==> src/rtl/i_line_prefetcher.sv <==
// Sequential instruction-line prefetcher: on a stream-buffer miss it fetches
// PREFETCH_DEPTH consecutive lines over AXI read bursts and offers each assembled line.
module i_line_prefetcher #(
  parameter int         ADDR_WIDTH         = 32,
  parameter int         DATA_WIDTH         = 32,
  parameter int         BLOCK_OFFSET_WIDTH = 2,
  parameter int         PREFETCH_DEPTH     = 4,
  parameter logic [3:0] AXI_ID             = 4'd2
) (
  input  logic                                       clk,
  input  logic                                       rst_n,
  input  logic                                       miss_valid,
  input  logic [ADDR_WIDTH-1:0]                      miss_addr,
  input  logic                                       flush,
  output logic                                       ar_valid,
  input  logic                                       ar_ready,
  output logic [ADDR_WIDTH-1:0]                      ar_addr,
  output logic [7:0]                                 ar_len,
  output logic [3:0]                                 ar_id,
  input  logic                                       r_valid,
  output logic                                       r_ready,
  input  logic [DATA_WIDTH-1:0]                      r_data,
  input  logic [3:0]                                 r_id,
  input  logic                                       r_last,
  output logic                                       line_valid,
  input  logic                                       line_ready,
  output logic [ADDR_WIDTH-1:0]                      line_addr,
  output logic [DATA_WIDTH*(1<<BLOCK_OFFSET_WIDTH)-1:0] line_data,
  output logic                                       busy
);

  localparam int LINE_SIZE  = 1 << BLOCK_OFFSET_WIDTH;
  localparam int LINE_SHIFT = BLOCK_OFFSET_WIDTH + 2;
  localparam int LINE_W     = DATA_WIDTH * LINE_SIZE;

  localparam logic [ADDR_WIDTH-1:0] LINE_BYTES = ADDR_WIDTH'(1) << LINE_SHIFT;
  localparam logic [ADDR_WIDTH-1:0] LINE_MASK  = ~(LINE_BYTES - ADDR_WIDTH'(1));
  localparam logic [3:0]            DEPTH      = 4'(PREFETCH_DEPTH);
  localparam logic [BLOCK_OFFSET_WIDTH-1:0] LAST_BEAT = BLOCK_OFFSET_WIDTH'(LINE_SIZE - 1);
  localparam logic [BLOCK_OFFSET_WIDTH-1:0] BEAT_ONE  = BLOCK_OFFSET_WIDTH'(1);

  localparam logic [2:0] ST_IDLE  = 3'd0;
  localparam logic [2:0] ST_REQ   = 3'd1;
  localparam logic [2:0] ST_BEAT  = 3'd2;
  localparam logic [2:0] ST_PUSH  = 3'd3;
  localparam logic [2:0] ST_DRAIN = 3'd4;

  logic [2:0]                    state_r,      state_nxt_s;
  logic [ADDR_WIDTH-1:0]         cur_addr_r,   cur_addr_nxt_s;
  logic [3:0]                    remaining_r,  remaining_nxt_s;
  logic [BLOCK_OFFSET_WIDTH-1:0] beat_cnt_r,   beat_cnt_nxt_s;
  logic [LINE_W-1:0]             line_r,       line_nxt_s;
  logic                          pend_valid_r, pend_valid_nxt_s;
  logic [ADDR_WIDTH-1:0]         pend_addr_r,  pend_addr_nxt_s;

  logic [ADDR_WIDTH-1:0] miss_line_s;
  logic [ADDR_WIDTH-1:0] span_s;
  logic [ADDR_WIDTH-1:0] offset_s;
  logic                  in_range_s;
  logic                  miss_new_s;
  logic                  r_ready_s;
  logic                  beat_fire_s;
  logic                  beat_end_s;
  logic                  restart_s;
  logic [ADDR_WIDTH-1:0] restart_addr_s;

  // Miss classification, beat handshake and restart selection
  always_comb begin
    miss_line_s = miss_addr & LINE_MASK;
    span_s      = ADDR_WIDTH'(remaining_r) << LINE_SHIFT;
    // modular distance keeps the window correct across address wrap
    offset_s    = miss_line_s - cur_addr_r;
    in_range_s  = (offset_s < span_s);
    miss_new_s  = miss_valid && (flush || (state_r == ST_DRAIN) || !in_range_s);
    r_ready_s   = ((state_r == ST_BEAT) || (state_r == ST_DRAIN)) && (r_id == AXI_ID);
    beat_fire_s = r_valid && r_ready_s;
    beat_end_s  = r_last || (beat_cnt_r == LAST_BEAT);
    // a flush discards older pending work; a miss in the same cycle survives it
    restart_s      = miss_new_s || (pend_valid_r && !flush);
    restart_addr_s = miss_new_s ? miss_line_s : pend_addr_r;
  end

  // Next-state logic for the fetch sequencer
  always_comb begin
    state_nxt_s      = state_r;
    cur_addr_nxt_s   = cur_addr_r;
    remaining_nxt_s  = remaining_r;
    beat_cnt_nxt_s   = beat_cnt_r;
    line_nxt_s       = line_r;
    pend_valid_nxt_s = pend_valid_r;
    pend_addr_nxt_s  = pend_addr_r;

    if (state_r != ST_IDLE) begin
      if (flush) begin
        pend_valid_nxt_s = miss_new_s;
        pend_addr_nxt_s  = miss_line_s;
      end else if (miss_new_s) begin
        pend_valid_nxt_s = 1'b1;
        pend_addr_nxt_s  = miss_line_s;
      end else begin
        pend_valid_nxt_s = pend_valid_r;
      end
    end else begin
      pend_valid_nxt_s = 1'b0;
    end

    case (state_r)
      ST_IDLE: begin
        if (miss_valid) begin
          cur_addr_nxt_s  = miss_line_s;
          remaining_nxt_s = DEPTH;
          state_nxt_s     = ST_REQ;
        end else begin
          state_nxt_s = ST_IDLE;
        end
      end
      ST_REQ: begin
        if (ar_ready) begin
          // the address was accepted, so its beats must be collected even under flush
          beat_cnt_nxt_s = '0;
          state_nxt_s    = flush ? ST_DRAIN : ST_BEAT;
        end else if (flush) begin
          if (restart_s) begin
            cur_addr_nxt_s   = restart_addr_s;
            remaining_nxt_s  = DEPTH;
            pend_valid_nxt_s = 1'b0;
            state_nxt_s      = ST_REQ;
          end else begin
            state_nxt_s = ST_IDLE;
          end
        end else begin
          state_nxt_s = ST_REQ;
        end
      end
      ST_BEAT: begin
        if (beat_fire_s) begin
          line_nxt_s[beat_cnt_r*DATA_WIDTH +: DATA_WIDTH] = r_data;
          beat_cnt_nxt_s = beat_cnt_r + BEAT_ONE;
        end else begin
          beat_cnt_nxt_s = beat_cnt_r;
        end
        if (beat_fire_s && beat_end_s) begin
          if (!flush) begin
            state_nxt_s = ST_PUSH;
          end else if (restart_s) begin
            cur_addr_nxt_s   = restart_addr_s;
            remaining_nxt_s  = DEPTH;
            pend_valid_nxt_s = 1'b0;
            state_nxt_s      = ST_REQ;
          end else begin
            state_nxt_s = ST_IDLE;
          end
        end else if (flush) begin
          state_nxt_s = ST_DRAIN;
        end else begin
          state_nxt_s = ST_BEAT;
        end
      end
      ST_DRAIN: begin
        if (beat_fire_s) begin
          beat_cnt_nxt_s = beat_cnt_r + BEAT_ONE;
        end else begin
          beat_cnt_nxt_s = beat_cnt_r;
        end
        if (beat_fire_s && beat_end_s) begin
          if (restart_s) begin
            cur_addr_nxt_s   = restart_addr_s;
            remaining_nxt_s  = DEPTH;
            pend_valid_nxt_s = 1'b0;
            state_nxt_s      = ST_REQ;
          end else begin
            state_nxt_s = ST_IDLE;
          end
        end else begin
          state_nxt_s = ST_DRAIN;
        end
      end
      ST_PUSH: begin
        if (flush || line_ready) begin
          if (restart_s) begin
            cur_addr_nxt_s   = restart_addr_s;
            remaining_nxt_s  = DEPTH;
            pend_valid_nxt_s = 1'b0;
            state_nxt_s      = ST_REQ;
          end else if (flush || (remaining_r == 4'd1)) begin
            remaining_nxt_s = 4'd0;
            state_nxt_s     = ST_IDLE;
          end else begin
            remaining_nxt_s = remaining_r - 4'd1;
            cur_addr_nxt_s  = cur_addr_r + LINE_BYTES;
            state_nxt_s     = ST_REQ;
          end
        end else begin
          state_nxt_s = ST_PUSH;
        end
      end
      default: begin
        state_nxt_s      = ST_IDLE;
        pend_valid_nxt_s = 1'b0;
      end
    endcase
  end

  // State registers
  always_ff @(posedge clk or negedge rst_n) begin
    if (!rst_n) begin
      state_r      <= ST_IDLE;
      cur_addr_r   <= '0;
      remaining_r  <= 4'd0;
      beat_cnt_r   <= '0;
      line_r       <= '0;
      pend_valid_r <= 1'b0;
      pend_addr_r  <= '0;
    end else begin
      state_r      <= state_nxt_s;
      cur_addr_r   <= cur_addr_nxt_s;
      remaining_r  <= remaining_nxt_s;
      beat_cnt_r   <= beat_cnt_nxt_s;
      line_r       <= line_nxt_s;
      pend_valid_r <= pend_valid_nxt_s;
      pend_addr_r  <= pend_addr_nxt_s;
    end
  end

  assign ar_valid   = (state_r == ST_REQ);
  assign ar_addr    = cur_addr_r;
  assign ar_len     = 8'(LINE_SIZE - 1);
  assign ar_id      = AXI_ID;
  assign r_ready    = r_ready_s;
  assign line_valid = (state_r == ST_PUSH);
  assign line_addr  = cur_addr_r;
  assign line_data  = line_r;
  assign busy       = (state_r != ST_IDLE);

endmodule

==> config.mk <==
export PLATFORM = sky130hd
export DESIGN_NAME = i_line_prefetcher
export DESIGN_NICKNAME = d
export VERILOG_FILES = /design/src/rtl/i_line_prefetcher.sv
export SDC_FILE = /design/constraint.sdc
export NUM_CORES = 1
export LEC_CHECK = 0
export ABC_AREA = 1
export CAP_MARGIN = 20
export CORE_ASPECT_RATIO = 0.8
export CORE_MARGIN = 2
export CORE_UTILIZATION = 30
export CTS_CLUSTER_DIAMETER = 30
export DETAILED_ROUTE_END_ITERATION = 12
export PLACE_DENSITY_LB_ADDON = 0.1
export REMOVE_ABC_BUFFERS = 1
export SYNTH_ARGS = -nofsm -noshare
export SYNTH_HDL_FRONTEND = slang
export SYNTH_SLANG_ARGS = --single-unit
==> constraint.sdc <==
create_clock -name clk -period 2.98 [get_ports clk]
set_input_delay 0.596 -clock clk [delete_from_list [all_inputs] [get_ports clk]]
set_output_delay 0.596 -clock clk [all_outputs]
set_load 0.01 [all_outputs]
==> results.cfg <==
[die]
die_width_um = 236
fp.dieArea_mm2 = 0.0449
rows = 68
die_h_um = 190
io_pins = 284
design.core.area_mm2 = 0.0429
starting_utilization_of_the_core_area_pct = 30.2

[final_layout]
drive_gt1_share_pct = 21.6
fin_nets = 2416
insertedDiodeCount = 0
finish.utilization_pct = 47.4
area_growth_syn_to_layout_pct = 56.8

[critical_path]
path_max_fanout = 7
path_buf_inv = 4
startpoint_class_of_the_critical_path = primary input
cp_cell_sequence = clkdlybuf4s50_1 -> ha_4 -> inv_1 -> nor3_2 -> and2_4 -> and2_0 -> nand2_2 -> nand3_1 -> nand2_1 -> nor2_1 -> nand2_1 -> nor2_1 -> nand2_2 -> nand2_4 -> nand4_1 -> nand3_4 -> inv_8 -> clkbuf_16 -> nand2_1 -> nand2_1
critical-path-slowest-cell = clkdlybuf4s50_1
worst-r2r-cell-count = 23
cp.depth = 20
cp-end-kind = flop
critical-path-top-cell-by-count = nand2_1
worstPathRequired_ps = 3460
worst_path_dominant_cell_family = simple AND/OR/NAND/NOR gates
crit_type = primary input to flop
timing.critical_path.arrival_ps = 3590
critical_path.max_stage_delay_ps = 540

[detailed_routing]
detailedRoute.firstPassIterationCount = 5
detailedRoute.firstIterationViolations = 846
detail_route.vias_per_cell = 4.74
antenna_left = 0
route.detailed.wl_per_inst_um = 17.8
drcViolationCount = 0
routed_wl_mm = 51.8
vias = 13800

[sta]
max_freq_mhz = 322
fin_crit_sh_pct = 104
clock_skew_after_layout_ps = 10.0
setup_violations = 62
totalNegativeSetupSlack_ps = -5350
max_slew_margin_pct = 58.5
final_hold_viol_count = 0
rsz0062_at_grt = true
timing.final.crit_period_ps = 3110
final_report_max_slew_violation_count = 0
worst-slew-pin-transition_ps = 622
final_worst_setup_slack_ps = -128

[global_routing]
globalRouteTotalUtil_pct = 21.6
grt_first_pass_wirelength_mm = 76.4
largest_net_degree_at_the_start_of_global_routing = 65
grt_antenna_before_repair = 2
first_global_vias = 13000
globalRouteOverflowTotal = 0

[clocking]
htreeDepth = 2
clk_latency_ps = 600
cts.root.buffer_cell = clkbuf_16
clockBufferDepth = 3
cts-buffers-inserted = 59
clkTransAtPathRegs_ps = 40
number_of_sinks_on_the_clock_net = 202
tritoncts_clock_tree = done

[power_and_ir_drop]
power_per_cell_area_mw_per_mm2 = 1020
p_leak_nw = 10.4
power.ir.vdd_worst_mv = 0.520

[placement]
place_ws_ps = -934
port_buffers = 267
place.detailed.hpwl_mm = 35.0
place_congestion = 0.842

[synthesis]
synthesis.area_mm2 = 0.0130
ys.warnings.count = 0
synthesis.area_per_instance_um2 = 6.89
sequential_element_share_of_the_synthesized_area_pct = 39.0
synth_enable_flop_cells = 0
yosys_most_used_dff = dfrtp_1
postSynthRegisterBits = 202
share_of_synthesized_registers_carrying_an_async_set_or_reset_pct = 100
synth.distinct_cells = 39
synth_cells = 1882

[run_status]
failed_checks = setup timing
outcome = complete, but fails checks

[hold_path]
class_of_the_worst_hold_path = primary input to flop
hold-path-cell-count = 4

[flow_run]
cap_viol_max_count = 0
==> metrics by stage <==
stage	cells	hold slack, ps	cell area (µm²)	total power, W
6_report	2910	442	20300	0.0208
5_1_grt	2910	461	20300	0.0221
4_1_cts	2892	458	19500	0.0196
3_5_place_dp	2780	465	17200	0.0128
3_3_place_gp	2780	463	17200	0.0127
2_1_floorplan	1764	300	12200	0.00830
==> per-layer routing <==
metal / vias up / wire length [µm] / global-route usage, %
li1: 6783 / - / -
met1: 6539 / 24900 / 30.4
met2: 386 / 23100 / 33.9
met3: 73 / 2880 / 4.02
met4: 2 / 994 / 6.38
met5: - / 18 / 0
==> layout make-up <==
cell class	count	area [µm²]
fillers	4340	22600
multi-input cells	1366	7120
flip-flops and latches	202	5050
repair buffers	477	4640
clock buffers	70	1570
inverters	196	761
well taps	560	701
clock inverters	39	478
==> cell usage after synthesis, types with 24 or more instances <==
master,number,area share (%)
ha_1,38,3.7
xor2_1,30,2.0
dfrtp_1,202,39
inv_1,181,5.2
a21oi_1,82,3.2
nand2_1,677,20
buf_4,50,2.9
clkbuf_1,46,1.3
nand2_2,24,1.2
o21ai_0,78,3.0
nand3_1,167,6.4
nand4_1,48,2.3
nor2_1,146,4.2
==> registers in the layout, summed over array words and instances (netlist names) <==
register,cells
line_data,128
ar_addr,32
pend_addr_r,32
remaining_r,4
pend_valid_r,1
state_r,3
beat_cnt_r,2
==> path summary, 6_finish.rpt <==
path | start | endpoint | slack [ps]
min in group asynchronous | rst_n | line_data[17]$_DFFE_PN0P_ | 490
max in group asynchronous | rst_n | pend_addr_r[6]$_DFFE_PN0N_ | 1760
min reg2reg | pend_addr_r[16]$_DFFE_PN0N_ | pend_addr_r[16]$_DFFE_PN0N_ | 480
min | miss_addr[13] | pend_addr_r[13]$_DFFE_PN0N_ | 440
max reg2reg | ar_addr[5]$_DFFE_PN0P_ | ar_addr[30]$_DFFE_PN0P_ | -120
max | miss_addr[28] | ar_addr[30]$_DFFE_PN0P_ | -130
==> placed cells by master (no fill, tap or decap), types with 3 or more instances in the layout <==
cell type,netlist,routed
bufinv_16,0,8
dlymetal6s2s_1,0,12
dlygate4sd2_1,0,6
clkbuf_16,0,66
clkinv_4,0,5
nand3_2,4,7
clkdlybuf4s50_1,0,248
inv_2,14,17
nor2_1,146,129
nor4_1,3,3
conb_1,2,12
clkinv_2,0,13
nand2_1,677,607
nor3_1,17,12
nand4_1,48,48
a31oi_1,4,4
nor2_2,6,15
nand2_4,2,5
nand3_1,167,163
dfrtp_1,202,202
buf_12,3,17
buf_4,50,180
clkbuf_8,0,6
ha_1,38,13
clkbuf_1,46,6
nor3_2,5,10
clkinvlp_4,0,11
a21oi_1,82,76
nand3b_1,6,6
nor2_4,0,8
xor2_1,30,28
nand2_2,24,90
o21ai_0,78,78
a21oi_2,1,7
inv_1,181,175
buf_6,5,4
ha_4,0,25
==> worst register-to-register path, cell delays in order, from the launching register on <==
cell and delay (ps):
dfrtp_1 380, inv_2 60, ha_4 300, nand2_2 70, nor2_2 140, nand2_1 80, nand2_2 80, xor2_1 70
ha_1 190, nor3_2 120, nand3_1 100, nor2_1 90, nand2_1 60, nor2_1 110, nand3_1 80, nor2_1 130
nand2_2 90, nand2_4 140, nand4_1 160, nand3_4 170, inv_8 70, clkbuf_16 180, nand2_1 80, nand2_1 50
==> where the power goes <==
part           switching (W)  internal, W  total [W]
sequential          0.000290      0.00324    0.00353
clock                0.00198      0.00442    0.00640
combinational        0.00639      0.00444     0.0108
==> timing repair <==
action,CTS,global route
setup endpoints to repair,69,69
buffers inserted,2,8
gates cloned,0,11
hold endpoints to repair,36,0
pin swaps,5,22
resized for setup,50,134
hold buffers,1,0
==> cell families after synthesis <==
kind of cell | Yosys count | synth area share, %
AOI/OAI and AO/OA | 173 | 6.85
buffers and inverters | 324 | 11.8
adders and majority gates | 38 | 3.67
and+or+nand+nor | 1113 | 36.6
DFF | 202 | 39.0
other | 2 | 0.0579
xor gates and xnor gates | 30 | 2.03
Power figures use the tool's default switching activity.
